File: src/rtl/dmux_pkg.sv
// -----------------------------------------------------------------------------
// dmux_pkg
// Shared constants and helpers for the stream demultiplexer family.
//   DROP_CNT_W : width of the saturating dropped-word counter
//   clog2()    : ceiling log2, usable in parameter/localparam expressions
// -----------------------------------------------------------------------------
package dmux_pkg;

    localparam int DROP_CNT_W = 8;

    // Ceiling log2 of value; clog2(1) = 0, clog2(3) = 2, clog2(4) = 2.
    function automatic int clog2(input int value);
        int result;
        result = 0;
        for (int v = value - 1; v > 0; v = v >> 1) begin
            result = result + 1;
        end
        return result;
    endfunction

endpackage

File: src/rtl/dmux_ch_fifo.sv
// -----------------------------------------------------------------------------
// dmux_ch_fifo
// Per-channel show-ahead FIFO. The head word is presented on 'head' with
// 'valid' high as soon as the FIFO is non-empty; no read request is needed.
// Ports:
//   clk, rst_n : clock (rising edge) and asynchronous active-low reset
//   push, din  : write request and word; ignored while full
//   pop        : remove the head at the edge; ignored while empty
//   head       : current head word (meaningful only while valid)
//   valid      : FIFO non-empty
//   full       : registered, FIFO holds DEPTH entries after the edge
// -----------------------------------------------------------------------------
module dmux_ch_fifo
    import dmux_pkg::*;
#(
    parameter int DATA_W = 8,
    parameter int DEPTH  = 4
) (
    input  logic              clk,
    input  logic              rst_n,
    input  logic              push,
    input  logic              pop,
    input  logic [DATA_W-1:0] din,
    output logic [DATA_W-1:0] head,
    output logic              valid,
    output logic              full
);

    localparam int AW = clog2(DEPTH);

    // Storage is not reset: the pointers alone define which entries are live.
    logic [DATA_W-1:0] mem [DEPTH];

    // One extra pointer bit distinguishes full from empty when the index bits match.
    logic [AW:0] wr_ptr;
    logic [AW:0] rd_ptr;
    logic [AW:0] wr_nxt;
    logic [AW:0] rd_nxt;
    logic        empty;
    logic        do_push;
    logic        do_pop;

    assign empty   = (wr_ptr == rd_ptr);
    assign valid   = !empty;
    assign do_push = push && !full;
    assign do_pop  = pop && !empty;

    assign wr_nxt = do_push ? (wr_ptr + (AW+1)'(1)) : wr_ptr;
    assign rd_nxt = do_pop  ? (rd_ptr + (AW+1)'(1)) : rd_ptr;

    always_ff @(posedge clk or negedge rst_n) begin
        if (!rst_n) begin
            wr_ptr <= '0;
            rd_ptr <= '0;
            full   <= 1'b0;
        end else begin
            wr_ptr <= wr_nxt;
            rd_ptr <= rd_nxt;
            // Full is evaluated on the post-edge pointers so it tracks occupancy
            // after a simultaneous push/pop as well.
            full   <= (wr_nxt[AW] != rd_nxt[AW]) &&
                      (wr_nxt[AW-1:0] == rd_nxt[AW-1:0]);
        end
    end

    always_ff @(posedge clk) begin
        if (do_push) begin
            mem[wr_ptr[AW-1:0]] <= din;
        end
    end

    assign head = mem[rd_ptr[AW-1:0]];

endmodule

File: src/rtl/dmux_nch_buf.sv
// -----------------------------------------------------------------------------
// dmux_nch_buf
// Single-clock 1-to-N stream demultiplexer with a DEPTH-entry FIFO per output
// channel. Each accepted word goes to data_in_ch, or to every channel when
// data_in_bcast is set. Unicasts to a non-existent channel are accepted and
// dropped, and counted in drop_cnt (saturating).
// Ports:
//   clk_a, rst_n    : clock (rising edge), asynchronous active-low reset
//   data_in         : input word
//   data_in_valid   : input word present
//   data_in_ch      : destination channel index
//   data_in_bcast   : write to all channels (data_in_ch ignored)
//   data_in_ready   : input accepted this cycle if valid
//   data_out        : lane k = FIFO head of channel k, zero when not valid
//   data_out_valid  : per-channel head valid
//   data_out_ready  : per-channel consumer takes its head
//   ch_full         : per-channel FIFO full (registered)
//   drop_cnt        : saturating count of words dropped for a bad index
// -----------------------------------------------------------------------------
module dmux_nch_buf
    import dmux_pkg::*;
#(
    parameter  int DATA_W = 8,
    parameter  int N_CH   = 4,
    parameter  int DEPTH  = 4,
    localparam int CH_W   = clog2(N_CH)
) (
    input  logic                   clk_a,
    input  logic                   rst_n,
    input  logic [DATA_W-1:0]      data_in,
    input  logic                   data_in_valid,
    input  logic [CH_W-1:0]        data_in_ch,
    input  logic                   data_in_bcast,
    output logic                   data_in_ready,
    output logic [N_CH*DATA_W-1:0] data_out,
    output logic [N_CH-1:0]        data_out_valid,
    input  logic [N_CH-1:0]        data_out_ready,
    output logic [N_CH-1:0]        ch_full,
    output logic [DROP_CNT_W-1:0]  drop_cnt
);

    logic [N_CH-1:0]   full;
    logic [N_CH-1:0]   valid;
    logic [N_CH-1:0]   push_ch;
    logic [DATA_W-1:0] head [N_CH];

    logic ch_ok;
    logic sel_full;
    logic accept;
    logic drop;

    // Index widths are rounded up to a power of two, so with a non power-of-two
    // channel count some index values name no channel.
    assign ch_ok = (int'(data_in_ch) < N_CH);

    // Explicit decode avoids indexing past the last channel.
    always_comb begin
        sel_full = 1'b0;
        for (int k = 0; k < N_CH; k++) begin
            if (data_in_ch == CH_W'(k)) begin
                sel_full = full[k];
            end
        end
    end

    // Ready depends only on registered full flags, never on the consumers'
    // same-cycle ready, so a full channel refuses input even while popping.
    // Broadcasts are all-or-nothing.
    always_comb begin
        if (data_in_bcast) begin
            data_in_ready = ~|full;
        end else if (ch_ok) begin
            data_in_ready = !sel_full;
        end else begin
            data_in_ready = 1'b1;
        end
    end

    assign accept = data_in_valid && data_in_ready;
    assign drop   = accept && !data_in_bcast && !ch_ok;

    genvar k;
    generate
        for (k = 0; k < N_CH; k++) begin : g_ch
            assign push_ch[k] = accept &&
                                (data_in_bcast || (ch_ok && (data_in_ch == CH_W'(k))));

            dmux_ch_fifo #(
                .DATA_W (DATA_W),
                .DEPTH  (DEPTH)
            ) u_fifo (
                .clk   (clk_a),
                .rst_n (rst_n),
                .push  (push_ch[k]),
                .pop   (data_out_ready[k]),
                .din   (data_in),
                .head  (head[k]),
                .valid (valid[k]),
                .full  (full[k])
            );

            // Lanes without a valid head read as zero rather than stale storage.
            assign data_out[k*DATA_W +: DATA_W] = valid[k] ? head[k] : '0;
        end
    endgenerate

    assign data_out_valid = valid;
    assign ch_full        = full;

    always_ff @(posedge clk_a or negedge rst_n) begin
        if (!rst_n) begin
            drop_cnt <= '0;
        end else if (drop && (drop_cnt != {DROP_CNT_W{1'b1}})) begin
            drop_cnt <= drop_cnt + DROP_CNT_W'(1);
        end
    end

endmodule

File: config.mk
export PLATFORM = sky130hd
export DESIGN_NAME = dmux_nch_buf
export DESIGN_NICKNAME = d
export VERILOG_FILES = /design/src/rtl/dmux_pkg.sv /design/src/rtl/dmux_ch_fifo.sv /design/src/rtl/dmux_nch_buf.sv
export SDC_FILE = /design/constraint.sdc
export NUM_CORES = 1
export LEC_CHECK = 0
export BUFFER_PORTS_ARGS = -buffer_cell sky130_fd_sc_hd__clkbuf_2
export CAP_MARGIN = 20
export CORE_MARGIN = 3
export CORE_UTILIZATION = 59
export DETAILED_ROUTE_END_ITERATION = 7
export MAX_ROUTING_LAYER = met4
export PLACE_DENSITY = 0.79
export SETUP_SLACK_MARGIN = 0.02
export SLEW_MARGIN = 10
export SYNTH_ARGS = -nofsm -noshare
export SYNTH_HDL_FRONTEND = slang
export SYNTH_SLANG_ARGS = --single-unit
File: constraint.sdc
create_clock -name clk_a -period 3 [get_ports clk_a]
set_input_delay 0.15 -clock clk_a [delete_from_list [all_inputs] [get_ports clk_a]]
set_output_delay 0.15 -clock clk_a [all_outputs]
set_load 0.05 [all_outputs]
==> results by group, run 1 <==
Timing
  • Post-layout minimum cycle time: 2.61 ns
  • Count of endpoints failing setup in the final report: 0
  • Worst-margin pin slew: 0.770 ns
  • Tcrit/Tclk final: 0.871
  • Final TNS setup: 0 ns
  • Worst rel slew slack: 0.487
  • Final Slew Violations: 0
  • Hold Vio Cnt, Final: 0
  • RSZ-0062 raised after global routing: no
  • Final hold slack: 0.0586 ns
  • Achievable frequency: 383 MHz
  • Fin Clk Skew: 0.00968 ns

Synthesis
  • Synthesized area: 7250 um2
  • Avg Cell Area, Syn: 16.0 um2
  • Number of synthesized flops with an enable pin: 128
  • Yosys cell types: 60
  • #FFs+latches synth: 156
  • Most used flip-flop cell after synthesis: edfxtp_1
  • Synthesis warning total: 0
  • Post-synthesis sequential area ratio: 0.627
  • Ys async rst share: 0.179
  • Synth Instances: 454

Route
  • Pre-antenna DRT Iters: 5
  • Drt via density: 5.92
  • Residual DRC count: 0
  • WL final: about 14 mm
  • Number of DRC markers in iteration 0: 374
  • Detail Route Antenna Nets: 0
  • Routed len/inst: 21.0 um
  • Vias: 3,976

Worst setup path
  • WS Path Type: register to output port
  • Critical Path AT: 2.46 ns
  • CP Cell Sequence: xnor2_1 -> nand3_1 -> and2_1 -> clkbuf_2
  • CP max stage delay: about 0.53 ns
  • Worst-path fanout max: 13
  • Crit path launch type: register
  • Kind of cell adding the most delay to the critical path: simple AND/OR/NAND/NOR gates
  • Crit path max-delay cell type: nand3_1
  • Critical Path RT: 2.85 ns
  • Setup crit end kind: output port
  • Buf/Inv on CP: 1

Flow run
  • Max Cap Viol: 0

Floorplan
  • Die width: 117 um
  • I/O Pins: 67
  • # rows: 39
  • Initial Utilization: 0.619
  • Die ar.: 13,700 um2
  • Die Y: 117 um
  • CORE AREA: 11,700 um2

Global routing
  • Largest net degree at the start of global routing: 29
  • Global-route wire length before repair: 22.0 mm
  • Gr usage total: 0.232
  • Vias in the first global route: 4,130
  • Global route overflow: 0
  • Initial antenna violation count: 0

CTS
  • H-tree depth: 4
  • CTS buffer count: 17
  • Post-CTS Setup Inserts: 0
  • Clock Sinks: roughly 160
  • Clock latency on the worst-skew pair: 0.43 ns
  • Clock Path Buffers: 2
  • Clock Pin Slew Worst Setup and Hold Paths: ~0.060 ns
  • Root buf cell: clkbuf_16
  • CTS tree: done

Placement
  • Placed cells: 640
  • Post-DP HPWL: roughly 9.2 mm
  • I/O Buffers: 58
  • Global placer's final weighted congestion: 0.872

Final layout
  • Non-Filler Instances: 672
  • Syn-to-layout area delta: 13.6%
  • Nets: 555
  • N_diodes: 0
  • Layout cells sized above 1: 0.276

Min path
  • Hold Crit Class: input pin to register

Outcome
  • Outcome: finished clean
[cells in the final DEF (no fill, tap or decap), drive strengths merged, types with 5 or more instances in the layout]
master    n
inv      17
xor2     13
buf       8
and2     34
clkinv    7
nor2b    18
dfrtp    28
nand2    11
clkbuf   77
o21ai     9
a21oi     9
mux4     33
conb      8
xnor2    30
ha       20
nor2      5
edfxtp  128
nor3     10
[state kept, by name, indices dropped and copies added, names as in the netlist]
signal              cells
g_ch.u_fifo.full        4
g_ch.u_fifo.mem       128
g_ch.u_fifo.rd_ptr     12
g_ch.u_fifo.wr_ptr     12
[worst min-delay path: cells and delay by family]
kind,cells,cell delay [ns]
xor gates and xnor gates,1,0.06
and+or+nand+nor,1,0.09
buffers and inverters,1,0.14
[final cells by class]
type | instances | area (um2)
inverter | 16 | 60.1
clock inverter | 12 | 170
timing repair buffer | 67 | 360
tap | 143 | 179
multi-input combinational | 259 | 2490
fill | 731 | 3480
sequential | 156 | 4540
clock buffer | 19 | 433
[routing by layer]
layer	vias up	wire length (um)	share of wire	global-route usage
li1	1820	-	-	-
met1	1990	6030	0.43	0.308
met2	149	6990	0.49	0.354
met3	17	894	0.063	0.0627
met4	0	235	0.017	0.0787
met5	-	0	0	-
[through the flow]
stage	instance area, um2	utilization	worst slack [ns]
6_report	8240	0.703	0.386
5_1_grt	8240	0.703	0.158
4_1_cts	8230	0.703	0.156
3_5_place_dp	7610	0.650	0.592
3_3_place_gp	7610	0.650	0.701
2_1_floorplan	7270	-	0.852
[synthesized netlist by cell type (4+ instances only)]
master,number,area (um2)
edfxtp_1,128,3840
mux4_2,33,743
xnor2_1,30,263
dfrtp_1,28,701
and2_1,25,156
ha_1,20,250
nor2b_1,18,113
buf_4,17,128
inv_1,16,60.1
nand2_1,11,41.3
xor2_1,11,96.3
nor3_1,10,50.1
a21oi_1,9,45.0
o21ai_0,9,45.0
clkbuf_1,7,26.3
and2_2,6,45.0
nor2_1,5,18.8
a211oi_1,4,30.0
a21o_1,4,30.0
buf_2,4,20.0
nand3_1,4,20.0
[path summary, 6_finish.rpt]
path	from	end	slack [ns]	cells past startpoint
setup / recovery	g_ch[1].u_fifo.wr_ptr[0]	data_out[9]	0.39	4
hold / removal	data_out_ready[2]	g_ch[2].u_fifo.rd_ptr[0]	0.06	3
setup reg to reg	g_ch[1].u_fifo.full	g_ch[1].u_fifo.mem[2][6]	0.71	4
hold reg to reg	g_ch[2].u_fifo.rd_ptr[2]	g_ch[2].u_fifo.rd_ptr[2]	0.52	1
max in group asynchronous	rst_n	g_ch[0].u_fifo.wr_ptr[0]	2.17	2
min in group asynchronous	rst_n	g_ch[3].u_fifo.rd_ptr[0]	0.33	2
[cells by family after synthesis]
kind of cell,count (synthesis),share of synthesized area
simple gates,99,0.0863
compound gates,50,0.0502
mux,38,0.110
other cells,1,0.000517
fa+ha+maj,20,0.0345
buf+inv,46,0.0344
xor+xnor,44,0.0573
flops,156,0.627
[what timing repair did]
item	in CTS	in global routing
gates resized for setup	0	1
setup endpoints to repair	0	8
hold endpoints to repair	28	0
hold buffers	1	0
Power of run 1 is left out: the tool's default activity adds up to more than one toggle a clock period on the data nets, which glitch-free logic cannot reach.
==> inputs of run 2 (changes only) <==
Settings changed: CORE_UTILIZATION 59 to 54, PLACE_DENSITY 0.79 to 0.76.
Clock period 3 ns to 2.3 ns, I/O delays scaled along.
==> run 2 against run 1 <==
  * Core utilization shrank 5.3 points
  * Count of clock-buffer cells in the layout unchanged
  * Register-to-register slack worse by 0.62 ns
  * First-iteration DRC count is 28% lower
  * Non-clock buffer count up 14
  * Die area up 8.8%
  * Via count grew 0.80%
  * Cell area up 1.7%
  * Cell count is 6.5% higher
  * Sequential cell count is the same
==> results by group, run 2 (synthesis gave the netlist of run 1 again) <==
Outcome
  • Outcome: finished clean

Min path
  • Hold Crit Class: input pin to register
  • Hold depth: 3

Worst setup path
  • Critical Path AT: about 2.3 ns
  • CP Cell Sequence: mux4_2 -> o22a_4 -> nor4b_4 -> buf_4 -> and2_2
  • Crit path max-delay cell type: mux4_2
  • Critical Path RT: 2.42 ns
  • CP max stage delay: 0.49 ns
  • WS Path Type: register to register
  • Crit path launch type: register
  • Worst-path fanout max: 9
  • R2r worst-path depth: 5
  • Setup crit end kind: register

Global routing
  • Global-route wire length before repair: 22.6 mm
  • Global route overflow: 0
  • Largest net degree at the start of global routing: 29
  • Initial antenna violation count: 0
  • Gr usage total: 0.214
  • Vias in the first global route: 4,082

Placement
  • Dpl cell area: slightly below 8000 um2
  • Global placer's final weighted congestion: 0.895
  • Post-DP HPWL: 9.43 mm
  • I/O Buffers: 58

Route
  • Pre-antenna DRT Iters: 5
  • Detail Route Antenna Nets: 0
  • Routed len/inst: 19.8 um
  • Drt via density: between 5 and 6
  • Residual DRC count: 0
  • Vias: 4,008
  • WL final: 14.2 mm
  • Number of DRC markers in iteration 0: 270

Timing
  • RSZ-0062 raised after global routing: yes
  • Final TNS setup: 0 ns
  • Worst-margin pin slew: 0.782 ns
  • Count of endpoints failing setup in the final report: 0
  • Post-layout minimum cycle time: 2.21 ns
  • Hold Vio Cnt, Final: 0
  • Final Slew Violations: 0
  • Tcrit/Tclk final: 0.960
  • Worst rel slew slack: 0.479
  • Achievable frequency: 453 MHz
  • Fin Clk Skew: 0.0123 ns

Final layout
  • Final Cell Area: 8380 um2
  • FF+latch area: 4540 um2
  • Multi-input logic area: about 2500 um2
  • Nets: 569
  • N_diodes: 0
  • Max reg flops: ~130
  • Fill cells: between 900 and 1,000
  • Final Core Density: 0.650
  • Most frequent cells in the layout: edfxtp_1 (128), clkbuf_2 (58), mux4_2 (33)
  • Layout cells sized above 1: 0.305
  • Commonest non-fill, non-tap cell in the layout: edfxtp_1
  • Syn-to-layout area delta: 15.6%

CTS
  • H-tree depth: 4
  • Clock Sinks: 156
  • CTS tree: done
  • Clock Pin Slew Worst Setup and Hold Paths: 0.06 ns
  • Root buf cell: clkbuf_16
  • CTS buffer count: 17
  • Clock latency on the worst-skew pair: 0.43 ns
  • Clock Path Buffers: 2
  • Post-CTS Setup Inserts: 0

Floorplan
  • Die Y: ~120 um
  • # rows: 41
  • Die width: 122 um
  • CORE AREA: 12,900 um2
  • Initial Utilization: 0.563
  • Die ar.: 14,800 um2
  • I/O Pins: 67

Flow run
  • Max Cap Viol: 0
-- run 2: critical path, delay by kind of cell, from the launching register on --
family	cells	cell delay, ns
AO/OA/AOI/OAI	1	0.26
flip-flops	1	0.42
AND/OR/NAND/NOR	2	0.53
multiplexers	1	0.49
buffers and inverters	1	0.20
-- run 2: final cells by class --
class | count | area share
Timing Repair Buffer | 81 | 0.0563
Clock inverter | 13 | 0.0145
Multi-Input combinational cell | 259 | 0.302
Sequential cell | 156 | 0.543
Tap cell | 172 | 0.0257
Clock buffer | 19 | 0.0517
Inverter | 16 | 0.00717
-- run 2: final timing paths --
kind                            slack [ns]                       end                      from
max in group asynchronous             1.50       g_ch[1].u_fifo.full                     rst_n
worst min-delay path                  0.04  g_ch[0].u_fifo.rd_ptr[0]         data_out_ready[0]
worst max register to register        0.09  g_ch[0].u_fifo.mem[2][6]       g_ch[0].u_fifo.full
min in group asynchronous             0.31  g_ch[0].u_fifo.rd_ptr[2]                     rst_n
worst min register to register        0.52  g_ch[2].u_fifo.rd_ptr[2]  g_ch[2].u_fifo.rd_ptr[2]
worst max-delay path                  0.09  g_ch[0].u_fifo.mem[2][6]       g_ch[0].u_fifo.full
-- run 2: what timing repair did --
action | 4_1_cts | 5_1_grt
cloned | 0 | 0
hold buffers | 2 | 0
endpoints found under the hold margin | 29 | 0
gates resized for setup | 4 | 4
endpoints found under the setup margin | 25 | 14
-- run 2: per-stage QoR --
| stage | hold WS [ns] | setup slack, ns | cells |
|---|---|---|---|
| after floorplan | -0.181 | 0.152 | 461 |
| after global placement | 0.216 | 0.165 | 682 |
| after detailed placement | 0.233 | 0.0976 | 682 |
| after CTS | 0.0156 | 0.0678 | 716 |
| after global routing | 0.0321 | 0.0192 | 716 |
| final | 0.0355 | 0.0909 | 716 |
-- run 2: per-layer routing --
metal	routed length (um)	share of wire	vias to the layer above	GRT usage
met5	0	0	-	-
li1	-	-	1854	-
met1	6600	0.47	2016	0.300
met4	255	0.018	0	0.0791
met2	6610	0.47	117	0.313
met3	715	0.050	21	0.0469
Power of run 2 is left out for the same reason.
